===== src/rtl/rng_pkg.sv =====
// rng_pkg: shared sample width, window/histogram defaults and the
// state type used by the RNG statistics monitor.
package rng_pkg;

  localparam int SAMPLE_W   = 18;
  localparam int WIN_LOG2_N = 10;
  localparam int HIST_HB    = 4;

  typedef enum logic [1:0] {
    IDLE  = 2'd0,
    ACCUM = 2'd1,
    DRAIN = 2'd2,
    DONE  = 2'd3
  } state_e;

endpackage


===== src/rtl/rng_stats_collector_if.sv =====
// rng_stats_collector_if: sample stream in, result handshake out.
// master = producer/consumer side, slave = the stats collector.
interface rng_stats_collector_if
  import rng_pkg::*;
#(
  parameter int W      = SAMPLE_W,
  parameter int LOG2_N = WIN_LOG2_N,
  parameter int HB     = HIST_HB
);

  logic                  start;
  logic                  sample_valid;
  logic [W-1:0]          sample;
  logic                  busy;
  logic                  res_valid;
  logic                  res_ready;
  logic [W+LOG2_N-1:0]   sum;
  logic [2*W+LOG2_N-1:0] sumsq;
  logic [W-1:0]          min_s;
  logic [W-1:0]          max_s;
  logic [HB-1:0]         hist_addr;
  logic [LOG2_N:0]       hist_data;

  modport master (
    output start,
    output sample_valid,
    output sample,
    output res_ready,
    output hist_addr,
    input  busy,
    input  res_valid,
    input  sum,
    input  sumsq,
    input  min_s,
    input  max_s,
    input  hist_data
  );

  modport slave (
    input  start,
    input  sample_valid,
    input  sample,
    input  res_ready,
    input  hist_addr,
    output busy,
    output res_valid,
    output sum,
    output sumsq,
    output min_s,
    output max_s,
    output hist_data
  );

endinterface


===== src/rtl/rng_hist_bank.sv =====
// rng_hist_bank: 2^HB counters, sync clear, one increment port
// (inc, idx) and a combinational read port (addr -> data).
module rng_hist_bank #(
  parameter int HB = 4,
  parameter int CW = 11
) (
  input  logic          clk,
  input  logic          clr,
  input  logic          inc,
  input  logic [HB-1:0] idx,
  input  logic [HB-1:0] addr,
  output logic [CW-1:0] data
);

  localparam int NB = 1 << HB;

  logic [CW-1:0] cnt [NB];

  always_ff @(posedge clk) begin
    if (clr) begin
      for (int i = 0; i < NB; i++) begin
        cnt[i] <= '0;
      end
    end else if (inc) begin
      cnt[idx] <= cnt[idx] + CW'(1);
    end
  end

  assign data = cnt[addr];

endmodule


===== src/rtl/rng_stats_collector.sv =====
// rng_stats_collector: windowed sum/sumsq/min/max/histogram of RNG
// samples. Ports: clk, reset (sync, active-low), bus (slave).
module rng_stats_collector
  import rng_pkg::*;
#(
  parameter int W      = SAMPLE_W,
  parameter int LOG2_N = WIN_LOG2_N,
  parameter int HB     = HIST_HB
) (
  input  logic                clk,
  input  logic                reset,
  rng_stats_collector_if.slave bus
);

  localparam int SW = W + LOG2_N;
  localparam int QW = 2 * W + LOG2_N;
  localparam int CW = LOG2_N + 1;

  localparam logic [LOG2_N:0] LAST =
    {1'b0, {LOG2_N{1'b1}}};

  state_e          state;
  logic [LOG2_N:0] cnt;
  logic            drain;
  logic            take;
  logic            clr;

  logic            s1_v;
  logic [W-1:0]    s1_d;

  logic [2*W-1:0]  sq;
  logic [HB-1:0]   bin;

  logic [SW-1:0]   sum_q;
  logic [QW-1:0]   sumsq_q;
  logic [W-1:0]    min_q;
  logic [W-1:0]    max_q;

  // cnt MSB set means the window is full
  assign take = (state == ACCUM)
              && bus.sample_valid
              && !cnt[LOG2_N];

  assign clr = (state == IDLE) && bus.start;

  always_ff @(posedge clk) begin
    if (!reset) begin
      state <= IDLE;
      cnt   <= '0;
      drain <= 1'b0;
    end else begin
      unique case (state)
        IDLE: begin
          if (bus.start) begin
            cnt   <= '0;
            state <= ACCUM;
          end
        end
        ACCUM: begin
          if (take) begin
            cnt <= cnt + CW'(1);
            if (cnt == LAST) begin
              drain <= 1'b0;
              state <= DRAIN;
            end
          end
        end
        DRAIN: begin
          drain <= 1'b1;
          if (drain) begin
            state <= DONE;
          end
        end
        DONE: begin
          if (bus.res_ready) begin
            state <= IDLE;
          end
        end
        default: state <= IDLE;
      endcase
    end
  end

  always_ff @(posedge clk) begin
    if (!reset) begin
      s1_v <= 1'b0;
      s1_d <= '0;
    end else begin
      s1_v <= take;
      if (take) begin
        s1_d <= bus.sample;
      end
    end
  end

  assign sq  = {{W{1'b0}}, s1_d}
             * {{W{1'b0}}, s1_d};
  assign bin = s1_d[W-1 -: HB];

  // the last sample drains out of stage 1
  // during DRAIN, before DONE is entered
  always_ff @(posedge clk) begin
    if (!reset || clr) begin
      sum_q   <= '0;
      sumsq_q <= '0;
      min_q   <= '1;
      max_q   <= '0;
    end else if (s1_v) begin
      sum_q   <= sum_q
               + {{LOG2_N{1'b0}}, s1_d};
      sumsq_q <= sumsq_q
               + {{LOG2_N{1'b0}}, sq};
      if (s1_d < min_q) begin
        min_q <= s1_d;
      end
      if (s1_d > max_q) begin
        max_q <= s1_d;
      end
    end
  end

  rng_hist_bank #(
    .HB (HB),
    .CW (CW)
  ) u_hist (
    .clk  (clk),
    .clr  (!reset || clr),
    .inc  (s1_v),
    .idx  (bin),
    .addr (bus.hist_addr),
    .data (bus.hist_data)
  );

  assign bus.busy      = (state == ACCUM)
                      || (state == DRAIN);
  assign bus.res_valid = (state == DONE);
  assign bus.sum       = sum_q;
  assign bus.sumsq     = sumsq_q;
  assign bus.min_s     = min_q;
  assign bus.max_s     = max_q;

endmodule


===== src/flat_wrapper.sv =====
// flat-port wrapper written by rule: the top's interface ports become plain ports
module rng_stats_collector_flat import rng_pkg::*;
#(
  parameter int W      = SAMPLE_W,
  parameter int LOG2_N = WIN_LOG2_N,
  parameter int HB     = HIST_HB
)
  (clk, reset, bus_start, bus_sample_valid, bus_sample, bus_res_ready, bus_hist_addr, bus_busy, bus_res_valid, bus_sum, bus_sumsq, bus_min_s, bus_max_s, bus_hist_data);
  rng_stats_collector_if #(.W(W), .LOG2_N(LOG2_N), .HB(HB)) bus_i ();
  input  logic clk;
  input  logic reset;
  input wire logic [$bits(bus_i.start)-1:0] bus_start;
  input wire logic [$bits(bus_i.sample_valid)-1:0] bus_sample_valid;
  input wire logic [$bits(bus_i.sample)-1:0] bus_sample;
  input wire logic [$bits(bus_i.res_ready)-1:0] bus_res_ready;
  input wire logic [$bits(bus_i.hist_addr)-1:0] bus_hist_addr;
  output wire logic [$bits(bus_i.busy)-1:0] bus_busy;
  output wire logic [$bits(bus_i.res_valid)-1:0] bus_res_valid;
  output wire logic [$bits(bus_i.sum)-1:0] bus_sum;
  output wire logic [$bits(bus_i.sumsq)-1:0] bus_sumsq;
  output wire logic [$bits(bus_i.min_s)-1:0] bus_min_s;
  output wire logic [$bits(bus_i.max_s)-1:0] bus_max_s;
  output wire logic [$bits(bus_i.hist_data)-1:0] bus_hist_data;
  assign bus_i.start = bus_start;
  assign bus_i.sample_valid = bus_sample_valid;
  assign bus_i.sample = bus_sample;
  assign bus_i.res_ready = bus_res_ready;
  assign bus_i.hist_addr = bus_hist_addr;
  assign bus_busy = bus_i.busy;
  assign bus_res_valid = bus_i.res_valid;
  assign bus_sum = bus_i.sum;
  assign bus_sumsq = bus_i.sumsq;
  assign bus_min_s = bus_i.min_s;
  assign bus_max_s = bus_i.max_s;
  assign bus_hist_data = bus_i.hist_data;
  rng_stats_collector #(.W(W), .LOG2_N(LOG2_N), .HB(HB)) u_core (.clk(clk), .reset(reset), .bus(bus_i));
endmodule

===== config.mk =====
export PLATFORM = sky130hd
export DESIGN_NAME = rng_stats_collector_flat
export DESIGN_NICKNAME = d
export VERILOG_FILES = /design/src/rtl/rng_pkg.sv /design/src/rtl/rng_stats_collector_if.sv /design/src/rtl/rng_hist_bank.sv /design/src/rtl/rng_stats_collector.sv /design/src/flat_wrapper.sv
export SDC_FILE = /design/constraint.sdc
export NUM_CORES = 1
export LEC_CHECK = 0
export BUFFER_PORTS_ARGS = -buffer_cell sky130_fd_sc_hd__buf_4
export CORE_MARGIN = 2
export CORE_UTILIZATION = 68
export CTS_CLUSTER_DIAMETER = 30
export DETAILED_ROUTE_END_ITERATION = 8
export PLACE_DENSITY_LB_ADDON = 0.1
export SETUP_SLACK_MARGIN = 0.05
export SYNTH_ARGS = -nofsm -noshare
export SYNTH_HDL_FRONTEND = slang
export SYNTH_SLANG_ARGS = --single-unit
export TNS_END_PERCENT = 100

===== constraint.sdc =====
create_clock -name clk -period 12.4 [get_ports clk]
set_input_delay 0.62 -clock clk [delete_from_list [all_inputs] [get_ports clk]]
set_output_delay 0.62 -clock clk [all_outputs]
set_load 0.01 [all_outputs]

; ---- After elaboration in Yosys (flattened, before gate mapping)
; Memory sizes are Yosys's and may differ from the RTL's. A register that Yosys moved wholly into a read port is not among the register bits.
; Index checks and enable logic that the tools add are counted.
[classes]
n_addsub = 4
mul = 1
magnitude_cmp = 2
eq_ne = 9
n_mux = 22
n_reduce_logical = 16
[ops]
columns = cell, n
row1 = adder 46 x 36 -> 46 bit, 1
row2 = multiplier 18 x 18 -> 36 bit, 1
row3 = 2-to-1 mux 11 bit, 3
row4 = adder 28 x 18 -> 28 bit, 1
row5 = adder 11 x 1 -> 11 bit (second input constant), 2
row6 = case mux 11 bit (2 select lines), 1
row7 = > comparator 18 bit, 1
row8 = < comparator 18 bit, 1
row9 = 2-to-1 mux 4 bit, 3
row10 = equality test 11 x 10 -> 1 bit (second input constant), 1
row11 = OR reduction 11 bit, 1
row12 = 2-to-1 mux 2 bit, 5
row13 = 2-to-1 mux 1 bit, 8
row14 = case mux 2 bit (4 select lines), 1
row15 = != test 2 bit (second input constant), 3
row16 = AND reduction 3 bit, 2
row17 = AND reduction 5 bit, 1
row18 = equality test 2 bit (second input constant), 2
row19 = != test 2 x 1 -> 1 bit (second input constant), 2
row20 = AND reduction 2 bit, 2
row21 = nonzero test 2 bit, 2
row22 = logical AND 1 bit, 3
row23 = equality test 2 x 1 -> 1 bit (second input constant), 1
row24 = zero test 1 bit, 2
row25 = other kinds (3), 4
[word_totals]
reg_bits = 143
ram_bits = 176
inputBits = 27
output_inout_bits = 123
elab_cells = 64
mem_count = 1
[memory_table]
columns = name, depth, word_bits, read_ports, rd_clocked_by_memory_dff, write_ports, line
row1 = u_core.u_hist.cnt, 16, 11, 2, 1, 16, rng_hist_bank.sv:17  ; logic [CW-1:0] cnt [NB];

; ---- Depth between registers and ports, before layout
; Gate-level depths: netlist of the first run.
[logic_depth]
ltp_word = 7
depth_mapped = 25
ltp_nobuf = 23

; ---- By module
; A second synthesis of the first run with hierarchy kept.
[unflattened]
hier_cells = 2680
area_unflattened_um2 = 27112.3
[modules_own_cells]
columns = module, n_inst, cells_per_inst, area_per_inst_um2, seq_area_each_um2
row1 = rng_stats_collector, 1, 2073, 17723.2, 2862.7
row2 = rng_hist_bank, 1, 607, 9389.0, 5285.1

; ---- Worst setup path before layout of the first run
; No wires, ideal clock.
[synth_path]
kind = flip-flop to flip-flop
startpoint = reg u_core.s1_d[15]
endpoint = reg u_core.sumsq_q[25], in the netlist u_core.bus.sumsq[25]
setup_time_ps = 62
arrival_ps = 6710
required_ps = 12338
setup_slack_ps = 5628
path_stages_with_launch = 26
n_path_buf = 4
period_less_slack_ps = 6772
path_cell_list = dfxtp_1 clkbuf_1 clkbuf_1 clkbuf_1 nand2_1 fa_1 inv_1 fa_1 inv_1 fa_1 inv_1 fa_1 fa_1 inv_1 fa_1 inv_1 ha_1 clkbuf_1 nand3_1 nor3_1 o211ai_1 o21a_1 o21ai_0 a31oi_1 or4b_2 nand3_1
[synth_between]
elab_chain_cells = 2
[synth_rtl]
columns = item, line
row1 = from (decl), rng_stats_collector.sv:29  ; logic [W-1:0] s1_d;
row2 = from (signal assigned), rng_stats_collector.sv:91  ; s1_d <= bus.sample;
row3 = multiplier 18 x 18 -> 36 bit, rng_stats_collector.sv:97  ; * {{W{1'b0}}, s1_d};
row4 = adder 46 x 36 -> 46 bit, rng_stats_collector.sv:112  ; + {{LOG2_N{1'b0}}, sq};
row5 = to (signal assigned), rng_stats_collector.sv:111  ; sumsq_q <= sumsq_q
row6 = to (decl), rng_stats_collector.sv:35  ; logic [QW-1:0] sumsq_q;
; Every way passes these cells.
; A chain may end at the register's enable or synchronous reset.

; ---- Worst setup path in the final report of the first run
[layout_path]
startpoint = reg u_core.s1_d[1]
endpoint = reg u_core.sumsq_q[27], in the netlist u_core.bus.sumsq[27]
; The elaborated chain is that of the path after synthesis.

==> run_results.csv, run 1 <==
group,metric,value,unit
sta,skew,0.0379,ns
floorplanning,io_pins,150,
place,place_inst,3253,
clock_tree,cts_tree,"done",
worst_setup_path,crit_arrival,8.50,ns
floorplanning,start_util,68.5,%
sta,drv_slew,0,
synth,syn_nets,3149,
place,io_buffers,149,
worst_hold_path,hold_path.class,"primary input to flip-flop",
grt,grt_util_all_layers,39.3,%
clock_tree,clock_sinks,323,
worst_setup_path,cp.required,12.94,ns
final_layout,drive_gt1_share,15.2,%
worst_setup_path,cp-start-kind,"flip-flop",
drt,detail-route-antenna-nets,0,
worst_setup_path,cpMostUsedCell,"inv_1",
drt,routed_wl,78000,µm
grt,grt_max_degree,76,
floorplanning,die-area,41500,µm²
sta,min_period_over_period,64.2,%
final_layout,layout_common_cells,"494 x inv_1, 308 x nor2_1, 247 x fa_1",
drt,drt_iter0_markers,2051,
synth,postSynthAreaPerCell,10.1,µm²
worst_setup_path,path_cells,"inv_1, nor2_1, inv_1, fa_1, inv_1, fa_1, inv_1, fa_1, inv_1, fa_1, inv_1, fa_1, fa_1, inv_1, ha_1, nand3_1, nor3_1, o211ai_1, o21a_1, o21ai_0, a21oi_1, or4b_2, nand3_1",
clock_tree,numCtsBuffers,79,
drt,viasPerCell,6.23,
floorplanning,die_h,204,µm
synth,syn_area,27100,µm²
floorplanning,dieWidth,204,µm
synth,yosys_most_used_dff,"edfxtp_1",
clock_tree,root_buffer,"clkbuf_16",
final_layout,antenna_cells,0,
sta,hold_ws,0.266,ns
sta,rsz0062_at_grt,"false",
synth,synth-edff-count,176,
final_layout,fin_nets,3263,
drt,first_pass_iters,6,
place,place_hpwl,52500,µm
clock_tree,clkTransAtPathRegs,0.05,ns
floorplanning,coreArea,39500,µm²
sta,slew_headroom,7.89,%
final_layout,instances_no_fill,3399,
worst_setup_path,critical_path_class,"flip-flop to flip-flop",
outcome,outcome,"complete, no violations",
power_and_ir_drop,p_leak,14.8,nW
drt,via_count,21200,
power_and_ir_drop,ir_drop,0.154,mV
drt,drc,0,
final_layout,multi_input_area,16400,µm²
synth,netlist_instances,2695,
clock_tree,cts.htree.levels,3,
sta,fmax,126,MHz
worst_setup_path,cp_slowest_cell,"dfxtp_1",
sta,min_period,7.96,ns
worst_setup_path,critPathMaxFanout,19,
sta,setup_violations,0,
final_layout,final_common_cell,"inv_1",
sta,tightest_slew,1.37,ns
clock_tree,ctsResizeCount,0,
synth,async_flop_share,0,%
run,maxCapViolCount,0,
worst_setup_path,crit_path_end_kind,"flip-flop",
grt,grt_overflow,0,
final_layout,regArea,8230,µm²
grt,antenna_found_initial,0,
clock_tree,postCtsSetupBuffers,0,
drt,wl_per_cell,22.9,µm
grt,grt_pass1_wl,124000,µm
final_layout,fillers,2441,
synth,yosys_warnings,0,
floorplanning,num_rows,73,
final_layout,syn_to_final_growth,15.7,%
sta,hold_viol,0,
worst_setup_path,max_stage_delay,0.95,ns
clock_tree,clk_latency,0.64,ns
clock_tree,hold_buffers,0,
synth,ys_types,76,
sta,finalSetupTns,0,ns
synth,synth-seq-cells,323,
clock_tree,cts_buffer_depth,3,
grt,grt_pass1_vias,22700,
place,gp_congestion,0.952,
power_and_ir_drop,power_density,149,nW/µm²
synth,seq_area_frac_synth,30.4,%
path summary, 6_finish.rpt:
kind                  startpoint  slack, ns              endpoint  cells after the start
setup / recovery  u_core.s1_d[1]       4.44  u_core.bus.sumsq[27]                     23
hold / removal     bus_sample[5]       0.27        u_core.s1_d[5]                      3
setup reg to reg  u_core.s1_d[1]       4.44  u_core.bus.sumsq[27]                     23
hold reg to reg     u_core.drain       0.48          u_core.drain                      2
where the power goes:
part	total, mW	internal [mW]	switching (mW)
clock network	2.26	1.53	0.728
logic	0.987	0.361	0.626
registers	1.41	1.29	0.124
total	4.66	3.18	1.48
registers in the layout (all words and copies together) (netlist names), named ones only:
register           count
u_core.bus.sum        28
u_core.s1_v            1
u_core.bus.max_s      18
u_core.u_hist.cnt    176
u_core.drain           1
u_core.cnt            11
u_core.state           2
u_core.s1_d           18
u_core.bus.sumsq      46
u_core.bus.min_s      18
through the flow:
| step | worst slack (ns) | utilization [%] | instance area (µm²) | total power [mW] |
|---|---|---|---|---|
| after global placement | 4.82 | 71.9 | 28400 | 2.31 |
| after CTS | 4.64 | 79.3 | 31300 | 4.63 |
| after global routing | 4.23 | 79.3 | 31400 | 4.79 |
| after floorplan | 5.63 | - | 27100 | 2.06 |
| after detailed placement | 4.68 | 71.9 | 28400 | 2.36 |
| final | 4.44 | 79.3 | 31400 | 4.66 |
cells by family (layout without fill, tap and decap cells):
family          count (synthesis)  in the layout  synth area share (%)
buf+inv                       629            808                  9.08
flops                         323            323                  30.4
xor+xnor                       70             70                  2.47
compound gates                285            285                  6.64
simple gates                  784            784                  13.0
fa+ha+maj                     427            427                  26.6
mux                           177            177                  11.9
layout make-up:
type	count	share of cell area (%)
Clock buffer	93	6.67
Sequential cell	323	26.3
Tap cell	525	2.10
Multi-Input combinational cell	1743	52.4
Timing Repair Buffer	167	4.00
Inverter	495	5.93
Clock inverter	53	2.62
worst max-delay path, delay by kind of cell, from the launching register on:
kind                     cells  cell delay [ns]
AND/OR/NAND/NOR              5             1.44
buffers and inverters        7             0.79
flip-flops                   1             0.95
adder cells (fa/ha/maj)      7             3.33
AO/OA/AOI/OAI                4             1.34
Yosys cell counts (10+ instances only):
cell type  count  area (µm²)
nand3_1       36         180
a21oi_1      101         505
fa_1         247        4940
mux4_1        19         499
nand4_1       21         131
ha_1         180        2250
a21o_1        34         255
and2_1        50         313
clkbuf_1     101         379
xnor2_1       41         359
mux2i_1       65         651
nand2_1      244         916
mux4_2        91        2050
xor2_1        23         201
dfxtp_1      147        2940
o211ai_1      13        97.6
nor2b_1       16         100
edfxtp_1     176        5290
nor3_1        19        95.1
nand2b_1      19         119
and3_1        15        93.8
a211oi_1      10        75.1
buf_1         19        71.3
nor2_2        11        68.8
nor2_1       308        1160
o21ai_0       47         235
inv_1        494        1850
per-layer routing:
metal  track usage [%]  part of all wire [%]  wire (µm)  vias up
met3              10.6                    11       8310      324
met2              62.4                    47      36600     1304
met1              49.0                    37      29000    10400
met5                 0                     0          0        -
met4              21.9                   5.3       4100        0
li1                  -                     -          -     9126
(Power assumes the default switching activity.)
==> run 2: changes to the inputs <==
--- a/config.mk
+++ b/config.mk
@@ -5,9 +5,10 @@
 export SDC_FILE = /design/constraint.sdc
 export NUM_CORES = 1
 export LEC_CHECK = 0
+export ABC_AREA = 1
 export BUFFER_PORTS_ARGS = -buffer_cell sky130_fd_sc_hd__buf_4
 export CORE_MARGIN = 2
-export CORE_UTILIZATION = 68
+export CORE_UTILIZATION = 58
 export CTS_CLUSTER_DIAMETER = 30
 export DETAILED_ROUTE_END_ITERATION = 8
 export PLACE_DENSITY_LB_ADDON = 0.1
==> constraint.sdc (replaced) <==
create_clock -name clk -period 6.6 [get_ports clk]
set_input_delay 0.33 -clock clk [delete_from_list [all_inputs] [get_ports clk]]
set_output_delay 0.33 -clock clk [all_outputs]
set_load 0.01 [all_outputs]
==> run 2 against run 1 <==
Sequential power rose by 88%. Register-to-register slack got worse by 4.1 ns. Utilization fell by 12 points. Flip-flop and latch count did not move. Area after synthesis rose by 7.7%. Critical path depth rose by 2. Setup slack got worse by 4.1 ns. Combinational power rose to 3.3 times the previous value.
==> run_results.csv, run 2 <==
group,metric,value,unit
sta,setup_violations,0,
grt,grt_util_all_layers,32.2,%
clock_tree,numCtsBuffers,88,
floorplanning,dieWidth,228,µm
synth,synth.most_common_cell,"inv_1",
worst_setup_path,cp.depth,25,
final_layout,syn_to_final_growth,15.4,%
drt,detail-route-antenna-nets,0,
sta,min_period_over_period,94.4,%
grt,top_usage_layer,"met2",
place,gp_congestion,1.03,
worst_setup_path,cp.required,7.12,ns
grt,grt_max_degree,98,
worst_setup_path,critical_path_class,"flip-flop to flip-flop",
worst_setup_path,crit_arrival,6.75,ns
worst_setup_path,cpLargestDelayFamily,"adder cells",
synth,syn_area,29200,µm²
final_layout,multi_input_area,17100,µm²
clock_tree,root_buffer,"clkbuf_16",
final_layout,regArea,8240,µm²
drt,drc,0,
power_and_ir_drop,total_power,10.1,mW
worst_setup_path,cpMostUsedCell,"inv_1",
final_layout,antenna_cells,0,
grt,met3_usage,5.50,%
grt,use_met2,49.7,%
synth,synthTopCellsByArea,"edfxtp_1 18%, fa_1 17%, inv_1 10%",
worst_setup_path,max_stage_delay,0.56,ns
grt,grt_pass1_wl,133000,µm
worst_setup_path,critPathMaxFanout,14,
worst_setup_path,cp-start-kind,"flip-flop",
sta,fmax,161,MHz
drt,wl_per_cell,17.7,µm
sta,skew,0.0340,ns
drt,drt_iter0_markers,2270,
worst_hold_path,hold_depth,3,
floorplanning,die_h,228,µm
sta,drv_slew,0,
floorplanning,num_rows,82,
drt,first_pass_iters,6,
clock_tree,clock_sinks,323,
clock_tree,clk_latency,0.63,ns
synth,ys_types,58,
grt,grt_overflow,0,
clock_tree,clkTransAtPathRegs,0.04,ns
grt,use_met1,46.3,%
place,place_inst,4496,
clock_tree,cts.htree.levels,3,
place,place_hpwl,59800,µm
drt,via_count,25600,
power_and_ir_drop,power_density,301,nW/µm²
synth,yosysTopAreaCell,"edfxtp_1",
floorplanning,coreArea,49900,µm²
final_layout,final_common_cell,"inv_1",
synth,yosys_most_used_dff,"edfxtp_1",
worst_setup_path,cp_slowest_cell,"dfxtp_1",
floorplanning,start_util,58.5,%
worst_hold_path,hold_path.class,"primary input to flip-flop",
run,maxCapViolCount,0,
power_and_ir_drop,p_leak,16.7,nW
floorplanning,io_pins,150,
final_layout,layout_common_cells,"785 x inv_1, 694 x nand2_1, 368 x nor2_1",
synth,syn_nets,4254,
drt,routed_wl,82500,µm
worst_setup_path,worst-path-buf-inv,8,
outcome,outcome,"complete, no violations",
synth,netlist_instances,3800,
sta,slew_headroom,19.3,%
final_layout,fin_nets,4371,
clock_tree,cts_tree,"done",
worst_setup_path,crit_path_end_kind,"flip-flop",
synth,seq_area_frac_synth,28.2,%
sta,finalSetupTns,0,ns
grt,grt_pass1_vias,25100,
power_and_ir_drop,ir_drop,0.209,mV
synth,synth-edff-count,176,
clock_tree,cts_buffer_depth,3,
sta,rsz0062_at_grt,"false",
final_layout,regMostFlops,"u_core.u_hist.cnt",
synth,synth-seq-cells,323,
synth,yosys-top-cells-count,"786 x inv_1, 695 x nand2_1, 368 x nor2_1",
synth,async_flop_share,0,%
final_layout,instances_no_fill,4660,
final_layout,drive_gt1_share,11.1,%
final_layout,fillers,4299,
synth,yosys_warnings,0,
grt,antenna_found_initial,0,
synth,postSynthAreaPerCell,7.68,µm²
drt,viasPerCell,5.50,
floorplanning,die-area,52100,µm²
sta,min_period,6.23,ns
sta,tightest_slew,1.21,ns
final_layout,largest_reg_flops,176,
synth,netlist.area_leader.share,18.1,%
place,io_buffers,149,
worst_setup_path,ff2ff_path_depth,25,
sta,hold_viol,0,
## run 2: changes by cell type after synthesis, sizes merged, moves of 19 or more
| cell | delta |
|---|---|
| a21o | -29 |
| xnor2 | -29 |
| nand2b | -19 |
| a21oi | +183 |
| nand3 | +194 |
| inv | +296 |
| o211ai | +23 |
| and2 | -49 |
| nor2 | +92 |
| mux2i | -65 |
| o21ai | +179 |
| mux4 | -110 |
| buf | +32 |
| nand2 | +463 |
## run 2: area by class of cell
type	instances	share of cell area (%)
clock inverters	41	1.46
repair buffers	202	4.64
clock buffers	120	7.35
inverters	791	8.82
flip-flops and latches	323	24.5
multi-input cells	2511	50.8
well taps	672	2.50
## run 2: repair_timing
item,CTS,global route
buffers inserted,0,0
endpoints found under the hold margin,3,0
resized for setup,0,3
setup endpoints to repair,0,11
hold buffers,3,0
## run 2: layer usage
metal,up-vias,routed length [µm]
met5,-,0
met4,0,2220
met3,154,7640
met2,1198,36400
met1,12100,36200
li1,12200,-
## run 2: cell families after synthesis
kind of cell               count (synthesis)  share of synthesized area, %
and+or+nand+nor                         1441                          21.2
buffers and inverters                    966                          13.2
AOI/OAI and AO/OA                        604                          11.4
adders and majority gates                427                          24.7
DFF                                      323                          28.2
xor gates and xnor gates                  39                          1.35
## run 2: through the flow
| step | hold slack, ns | utilization [%] | setup WS [ns] | cell area [µm²] |
|---|---|---|---|---|
| final | 0.0298 | 67.5 | 0.371 | 33700 |
| after global routing | 0.0159 | 67.5 | 0.0693 | 33700 |
| after CTS | 0.00201 | 67.5 | 0.318 | 33700 |
| after detailed placement | 0.456 | 61.5 | 0.346 | 30700 |
| after global placement | 0.450 | 61.5 | 0.310 | 30700 |
| after floorplan | 0.429 | - | 0.792 | 29200 |
## run 2: worst reg2reg max path, delay by kind of cell (launching register included)
kind / cells / cell delay [ns]
buffers and inverters: 8 / 0.78
AO/OA/AOI/OAI: 2 / 0.54
AND/OR/NAND/NOR: 8 / 0.96
flip-flops: 1 / 0.56
adder cells (fa/ha/maj): 7 / 3.29
## run 2: power breakdown
group	total [mW]	internal, mW	switching [mW]
Sequential	2.65	2.43	0.227
Combinational	3.28	1.02	2.26
Clock	4.22	2.88	1.34
## run 2: path summary, 6_finish.rpt
path / from / endpoint / slack, ns
worst max register to register: u_core.s1_d[10] / u_core.bus.sumsq[23] / 0.37
worst max-delay path: u_core.s1_d[10] / u_core.bus.sumsq[23] / 0.37
worst min-delay path: bus_sample[10] / u_core.s1_d[10] / 0.03
worst min register to register: u_core.drain / u_core.drain / 0.46
